$ cat src/rtl/cache_axi_rd_arbiter_if.sv
// AXI4 read-address and read-data channel bundle used between the refill
// arbiter (master) and the AXI slave/interconnect (slave).
//   master: drives arid/araddr/arlen/arsize/arburst/arvalid and rready
//   slave : drives arready and rid/rdata/rresp/rlast/rvalid
interface cache_axi_rd_arbiter_if #(
  parameter int unsigned ID_WIDTH = 4
) ();
  logic [ID_WIDTH-1:0] arid;
  logic [31:0]         araddr;
  logic [7:0]          arlen;
  logic [2:0]          arsize;
  logic [1:0]          arburst;
  logic                arvalid;
  logic                arready;
  logic [ID_WIDTH-1:0] rid;
  logic [31:0]         rdata;
  logic [1:0]          rresp;
  logic                rlast;
  logic                rvalid;
  logic                rready;

  modport master (
    output arid, araddr, arlen, arsize, arburst, arvalid, rready,
    input  arready, rid, rdata, rresp, rlast, rvalid
  );

  modport slave (
    input  arid, araddr, arlen, arsize, arburst, arvalid, rready,
    output arready, rid, rdata, rresp, rlast, rvalid
  );
endinterface

$ cat src/rtl/cache_axi_rd_arbiter.sv
// Shares one AXI4 read channel between the icache and dcache line-refill
// ports. Each grant issues one 4-beat INCR burst of 32-bit words and returns
// the assembled 128-bit line (word0 in [31:0]) on the granted cache's ret port.
//
// Ports:
//   clk, reset                 clock, synchronous active-high reset
//   {i,d}cache_rd_req/addr     refill request and line address
//   {i,d}cache_rd_rdy          pulse when that cache's AR is accepted
//   {i,d}cache_ret_valid/data  one-cycle line return
//   rd_err                     with ret_valid: bad rresp or rlast misplacement
//   axi                        AXI read channels (master modport)
//
// Optional: define CACHE_AXI_RD_RR_ARB_EN for round-robin arbitration;
// default is fixed priority with dcache over icache.
module cache_axi_rd_arbiter #(
  parameter int unsigned ID_WIDTH  = 4,
  parameter int unsigned ICACHE_ID = 0,
  parameter int unsigned DCACHE_ID = 1
) (
  input  logic                   clk,
  input  logic                   reset,
  input  logic                   icache_rd_req,
  input  logic [31:0]            icache_rd_addr,
  output logic                   icache_rd_rdy,
  output logic                   icache_ret_valid,
  output logic [127:0]           icache_ret_data,
  input  logic                   dcache_rd_req,
  input  logic [31:0]            dcache_rd_addr,
  output logic                   dcache_rd_rdy,
  output logic                   dcache_ret_valid,
  output logic [127:0]           dcache_ret_data,
  output logic                   rd_err,
  cache_axi_rd_arbiter_if.master axi
);

  typedef enum logic [1:0] {StIdle, StAr, StR, StRet} state_e;

  state_e              state_q, state_d;
  logic                gnt_dc_q, gnt_dc_d;
  logic [31:0]         araddr_q, araddr_d;
  logic [ID_WIDTH-1:0] arid_q, arid_d;
  logic [1:0]          beat_q, beat_d;
  logic                err_q, err_d;
  logic [127:0]        line_q, line_d;
  logic                pick_dc;

`ifdef CACHE_AXI_RD_RR_ARB_EN
  // Last-grant register: 1 = dcache was granted last.
  logic last_dc_q, last_dc_d;
  assign pick_dc = dcache_rd_req & (~icache_rd_req | ~last_dc_q);
`else
  assign pick_dc = dcache_rd_req;
`endif

  always_comb begin
    state_d  = state_q;
    gnt_dc_d = gnt_dc_q;
    araddr_d = araddr_q;
    arid_d   = arid_q;
    beat_d   = beat_q;
    err_d    = err_q;
    line_d   = line_q;
`ifdef CACHE_AXI_RD_RR_ARB_EN
    last_dc_d = last_dc_q;
`endif
    unique case (state_q)
      StIdle: begin
        if (icache_rd_req || dcache_rd_req) begin
          gnt_dc_d = pick_dc;
          araddr_d = pick_dc ? {dcache_rd_addr[31:4], 4'b0} : {icache_rd_addr[31:4], 4'b0};
          arid_d   = pick_dc ? ID_WIDTH'(DCACHE_ID) : ID_WIDTH'(ICACHE_ID);
          state_d  = StAr;
`ifdef CACHE_AXI_RD_RR_ARB_EN
          last_dc_d = pick_dc;
`endif
        end
      end
      StAr: begin
        if (axi.arready) state_d = StR;
      end
      StR: begin
        if (axi.rvalid) begin
          line_d[{beat_q, 5'b0} +: 32] = axi.rdata;
          // rlast must appear exactly on the fourth beat.
          if (axi.rresp != 2'b00 || (axi.rlast != (beat_q == 2'd3))) err_d = 1'b1;
          beat_d = beat_q + 2'd1;
          // Fourth beat closes the burst whatever rlast says.
          if (beat_q == 2'd3) state_d = StRet;
        end
      end
      StRet: begin
        err_d   = 1'b0;
        beat_d  = 2'd0;
        state_d = StIdle;
      end
      default: state_d = StIdle;
    endcase
  end

  always_ff @(posedge clk) begin
    if (reset) begin
      state_q  <= StIdle;
      gnt_dc_q <= 1'b0;
      araddr_q <= '0;
      arid_q   <= '0;
      beat_q   <= 2'd0;
      err_q    <= 1'b0;
      line_q   <= '0;
`ifdef CACHE_AXI_RD_RR_ARB_EN
      last_dc_q <= 1'b1;
`endif
    end else begin
      state_q  <= state_d;
      gnt_dc_q <= gnt_dc_d;
      araddr_q <= araddr_d;
      arid_q   <= arid_d;
      beat_q   <= beat_d;
      err_q    <= err_d;
      line_q   <= line_d;
`ifdef CACHE_AXI_RD_RR_ARB_EN
      last_dc_q <= last_dc_d;
`endif
    end
  end

  assign axi.arvalid = (state_q == StAr);
  assign axi.araddr  = araddr_q;
  assign axi.arid    = arid_q;
  assign axi.arlen   = 8'd3;
  assign axi.arsize  = 3'b010;
  assign axi.arburst = 2'b01;
  assign axi.rready  = (state_q == StR);

  assign icache_rd_rdy    = (state_q == StAr) & axi.arready & ~gnt_dc_q;
  assign dcache_rd_rdy    = (state_q == StAr) & axi.arready & gnt_dc_q;
  assign icache_ret_valid = (state_q == StRet) & ~gnt_dc_q;
  assign dcache_ret_valid = (state_q == StRet) & gnt_dc_q;
  assign rd_err           = (state_q == StRet) & err_q;

  // Both ports see the same line register; it is only meaningful with ret_valid.
  assign icache_ret_data = line_q;
  assign dcache_ret_data = line_q;

  // rid is deliberately not checked; line offsets are dropped.
  logic unused_bits;
  assign unused_bits = ^{axi.rid, icache_rd_addr[3:0], dcache_rd_addr[3:0]};

endmodule

$ cat src/flat_wrapper.sv
// flat-port wrapper written by rule: the top's interface ports become plain ports
module cache_axi_rd_arbiter_flat 
#(
  parameter int unsigned ID_WIDTH  = 4,
  parameter int unsigned ICACHE_ID = 0,
  parameter int unsigned DCACHE_ID = 1
)
  (clk, reset, icache_rd_req, icache_rd_addr, icache_rd_rdy, icache_ret_valid, icache_ret_data, dcache_rd_req, dcache_rd_addr, dcache_rd_rdy, dcache_ret_valid, dcache_ret_data, rd_err, axi_arid, axi_araddr, axi_arlen, axi_arsize, axi_arburst, axi_arvalid, axi_rready, axi_arready, axi_rid, axi_rdata, axi_rresp, axi_rlast, axi_rvalid);
  cache_axi_rd_arbiter_if #(.ID_WIDTH(ID_WIDTH)) axi_i ();
  input  logic clk;
  input  logic reset;
  input  logic icache_rd_req;
  input  logic [31:0] icache_rd_addr;
  output logic icache_rd_rdy;
  output logic icache_ret_valid;
  output logic [127:0] icache_ret_data;
  input  logic dcache_rd_req;
  input  logic [31:0] dcache_rd_addr;
  output logic dcache_rd_rdy;
  output logic dcache_ret_valid;
  output logic [127:0] dcache_ret_data;
  output logic rd_err;
  output wire logic [$bits(axi_i.arid)-1:0] axi_arid;
  output wire logic [$bits(axi_i.araddr)-1:0] axi_araddr;
  output wire logic [$bits(axi_i.arlen)-1:0] axi_arlen;
  output wire logic [$bits(axi_i.arsize)-1:0] axi_arsize;
  output wire logic [$bits(axi_i.arburst)-1:0] axi_arburst;
  output wire logic [$bits(axi_i.arvalid)-1:0] axi_arvalid;
  output wire logic [$bits(axi_i.rready)-1:0] axi_rready;
  input wire logic [$bits(axi_i.arready)-1:0] axi_arready;
  input wire logic [$bits(axi_i.rid)-1:0] axi_rid;
  input wire logic [$bits(axi_i.rdata)-1:0] axi_rdata;
  input wire logic [$bits(axi_i.rresp)-1:0] axi_rresp;
  input wire logic [$bits(axi_i.rlast)-1:0] axi_rlast;
  input wire logic [$bits(axi_i.rvalid)-1:0] axi_rvalid;
  assign axi_arid = axi_i.arid;
  assign axi_araddr = axi_i.araddr;
  assign axi_arlen = axi_i.arlen;
  assign axi_arsize = axi_i.arsize;
  assign axi_arburst = axi_i.arburst;
  assign axi_arvalid = axi_i.arvalid;
  assign axi_rready = axi_i.rready;
  assign axi_i.arready = axi_arready;
  assign axi_i.rid = axi_rid;
  assign axi_i.rdata = axi_rdata;
  assign axi_i.rresp = axi_rresp;
  assign axi_i.rlast = axi_rlast;
  assign axi_i.rvalid = axi_rvalid;
  cache_axi_rd_arbiter #(.ID_WIDTH(ID_WIDTH), .ICACHE_ID(ICACHE_ID), .DCACHE_ID(DCACHE_ID)) u_core (.clk(clk), .reset(reset), .icache_rd_req(icache_rd_req), .icache_rd_addr(icache_rd_addr), .icache_rd_rdy(icache_rd_rdy), .icache_ret_valid(icache_ret_valid), .icache_ret_data(icache_ret_data), .dcache_rd_req(dcache_rd_req), .dcache_rd_addr(dcache_rd_addr), .dcache_rd_rdy(dcache_rd_rdy), .dcache_ret_valid(dcache_ret_valid), .dcache_ret_data(dcache_ret_data), .rd_err(rd_err), .axi(axi_i));
endmodule
$ cat config.mk
export PLATFORM = sky130hd
export DESIGN_NAME = cache_axi_rd_arbiter_flat
export DESIGN_NICKNAME = d
export VERILOG_FILES = /design/src/rtl/cache_axi_rd_arbiter_if.sv /design/src/rtl/cache_axi_rd_arbiter.sv /design/src/flat_wrapper.sv
export SDC_FILE = /design/constraint.sdc
export NUM_CORES = 1
export LEC_CHECK = 0
export ABC_CLOCK_PERIOD_IN_PS = 3900
export BUFFER_PORTS_ARGS = -buffer_cell sky130_fd_sc_hd__buf_4
export CAP_MARGIN = 15
export CORE_AREA = 2 2 163 165
export CTS_CLUSTER_DIAMETER = 60
export DETAILED_ROUTE_END_ITERATION = 16
export DIE_AREA = 0 0 165 167
export REMOVE_ABC_BUFFERS = 1
export SYNTH_ARGS = -nofsm -noshare
export SYNTH_HDL_FRONTEND = slang
export SYNTH_SLANG_ARGS = --single-unit
$ cat constraint.sdc
create_clock -name clk -period 3.9 [get_ports clk]
set_clock_uncertainty 0.15 [all_clocks]
set_input_delay 0.195 -clock clk [delete_from_list [all_inputs] [get_ports clk]]
set_output_delay 0.195 -clock clk [all_outputs]
set_load 0.01 [all_outputs]
==> impl_metrics.yaml <==
status:
  status: "completed"
grt:
  track_usage_pct: 18.7
  grt_pass1_wl_mm: 39.4
  overflow: 0
  antenna_found_initial: 0
  grt_max_degree: 83
  first_global_vias: 6778
finish:
  drive_above_1_share_pct: 37.3
  final_cell_count_no_fill: 1512
  area_delta_synth_final_pct: 46.1
  nFillCells: 2514
  layout_commonest_cell: "buf_4"
  final_cell_mix: "395 x buf_4, 162 x dfxtp_1, 87 x dlygate4sd3_1"
  fin_nets: 1285
  n_antenna_cell: 0
  multi_input_area_mm2: 0.00293
  regArea_mm2: 0.00324
power:
  p_leak_uw: 0.00489
  powerDensity_mw_per_mm2: 431
  vdd_ir_drop_max_uv: 328
  power.total_uw: 4760
sta:
  finalSetupViolCount: 0
  min_period_over_period_pct: 74.1
  hold_viol: 0
  rsz0062_at_grt: "false"
  worst_pin_slew_ns: 0.970
  tns_ns: 0
  period_minus_slack_ns: 2.89
  relSlewSlack_pct: 35.2
  holdWs_ns: 0.0183
  maxSlewViolCount: 0
  setup_ws_ns: 1.01
  fmax_ghz: 0.346
die:
  rows: 59
  core_mm2: 0.0258
  die_y_um: 167
  initial_core_util_pct: 29.4
  boundaryPins: 421
  die-area_mm2: 0.0276
  die_w_um: 165
setup_path:
  worst_path_max_delay_cell: "nand3b_1"
  critPathArrivalTime_ns: 3.07
  path_cells: "inv_1 -> ha_1 -> and2_1 -> nand3b_1 -> o21ai_0"
  crit_required_ns: 4.08
  max_stage_delay_ns: 0.59
  critical_path.endpoint_type: "flop"
  startpoint: "u_core.beat_q[0]$_SDFFE_PP0P_"
  rr_startpoint: "u_core.beat_q[0]$_SDFFE_PP0P_"
  crit_type: "reg2reg"
  critPathLaunchType: "flop"
  path_max_fanout: 13
routing:
  drtAntennaViolNets: 0
  wire_per_inst_um: 17.8
  first_pass_iters: 5
  via_count: 7203
  drt-total-wl_mm: 27.0
  drc: 0
  vias_per_cell: 4.76
  drt_iter0_drc: 574
clocking:
  cts-root-buf: "clkbuf_16"
  numClockSinks: 162
  clock_latency_ns: 0.43
  htree_levels: 4
  cts_resized: 0
  clkTransAtPathRegs_ns: 0.07
  clk_path_buf_depth: 2
  cts_tree: "built"
  numCtsBuffers: 17
synth:
  async_reset_ff_share_pct: 0
  synth-edff-count: 0
  netlist_top_cells_area: "dfxtp_1 43%, buf_4 15%, nand3_1 4.5%, a21oi_1 4.4%, a32oi_1 4.4%"
  yosysUniqueCellTypes: 36
  synth_top_cell_area_share_pct: 42.9
  dominantRegCellSynth: "dfxtp_1"
  synthesis.area_mm2: 0.00756
  yosysSeqAreaShare_pct: 42.9
  synth_area_per_cell_um2: 8.81
  synth-seq-cells: 162
  syn_inst: 859
  synth_top_area_cell: "dfxtp_1"
  yosys_warnings: 0
placement:
  pre_cts_ws_ns: 0.981
  gp_congestion: 0.761
  portBuffers: 388
  dp_hpwl_mm: 18.4
  dp.cells: 1394
worst_hold_path:
  hp-start: "dcache_rd_addr[14]"
  min_path_type: "in2reg"
run:
  max_cap_viol_count: 0
[synth_stat cells (2+ instances only)]
library cell / number
a211oi_1: 28
a21oi_1: 67
a32oi_1: 38
and2_1: 3
and3_1: 3
buf_1: 2
buf_2: 16
buf_4: 152
buf_6: 9
clkbuf_1: 34
clkbuf_2: 2
conb_1: 2
dfxtp_1: 162
ha_1: 11
inv_1: 6
mux2i_1: 30
nand2_1: 67
nand2b_1: 17
nand3_1: 68
nand3b_1: 28
nand4b_1: 2
nor2_1: 71
nor2b_1: 3
o21ai_0: 26
[critical path, delay by kind of cell (launching register included)]
kind | cells | cell delay (ns)
DFF | 1 | 0.58
and+or+nand+nor | 2 | 1.11
buffers and inverters | 1 | 0.15
adders and majority gates | 1 | 0.44
AOI/OAI and AO/OA | 1 | 0.35
[power breakdown]
part	total, µW	internal (µW)	switching, µW
sequential	1900	1800	103
combinational	1210	558	657
clock	1640	893	747
[routing by layer]
metal / track usage (%) / part of all wire [%] / vias to the layer above
met5: 0 / 0 / -
met4: 4.65 / 1.3 / 0
met3: 4.93 / 7.6 / 21
met2: 33.7 / 51 / 341
met1: 21.8 / 40 / 3431
li1: - / - / 3410
[state kept, by name, summed over array words and instances (netlist names)]
| name | count |
|---|---|
| u_core.beat_q | 2 |
| u_core.err_q | 1 |
| u_core.state_q | 2 |
| u_core.axi.arid | 1 |
| u_core.dcache_ret_data | 128 |
| u_core.axi.araddr | 28 |
[kinds of logic (layout without fill, tap and decap cells)]
| logic type | after synthesis | in the layout | synth area share (%) |
|---|---|---|---|
| and+or+nand+nor | 267 | 267 | 17.5 |
| xor gates and xnor gates | 1 | 1 | 0.116 |
| other | 2 | 20 | 0.0993 |
| DFF | 162 | 162 | 42.9 |
| adders and majority gates | 11 | 11 | 1.82 |
| muxes | 30 | 30 | 3.97 |
| buffers and inverters | 221 | 521 | 19.7 |
| AOI/OAI and AO/OA | 165 | 165 | 14.0 |
[path summary, 6_finish.rpt]
check	to	slack, ns	depth (start not counted)
worst min-delay path	u_core.axi.araddr[14]$_SDFFE_PP0P_	0.02	3
worst max register to register	u_core.dcache_ret_data[49]$_SDFFE_PP0P_	1.01	5
worst max-delay path	u_core.dcache_ret_data[49]$_SDFFE_PP0P_	1.01	5
worst min register to register	u_core.err_q$_SDFFE_PP0P_	0.32	2
[per-stage QoR]
step	cell area (µm²)	util [%]
floorplan	6160	-
global placement	9620	37.3
detailed placement	9620	37.3
CTS	11000	42.8
global route	11000	42.9
finish	11000	42.9
[final cells by class]
| cell class | instances | share of cell area (%) |
|---|---|---|
| Timing Repair Buffer | 484 | 35.1 |
| Sequential cell | 162 | 29.4 |
| Multi-Input combinational cell | 494 | 26.5 |
| Clock buffer | 19 | 3.92 |
| Tap cell | 335 | 3.79 |
| Clock inverter | 12 | 1.13 |
| Inverter | 6 | 0.204 |
[timing repair]
action                                 in CTS  in global routing
setup buffers                               0                  0
endpoints found under the hold margin     155                  1
hold buffers                               85                  2
(Power assumes the default switching activity.)
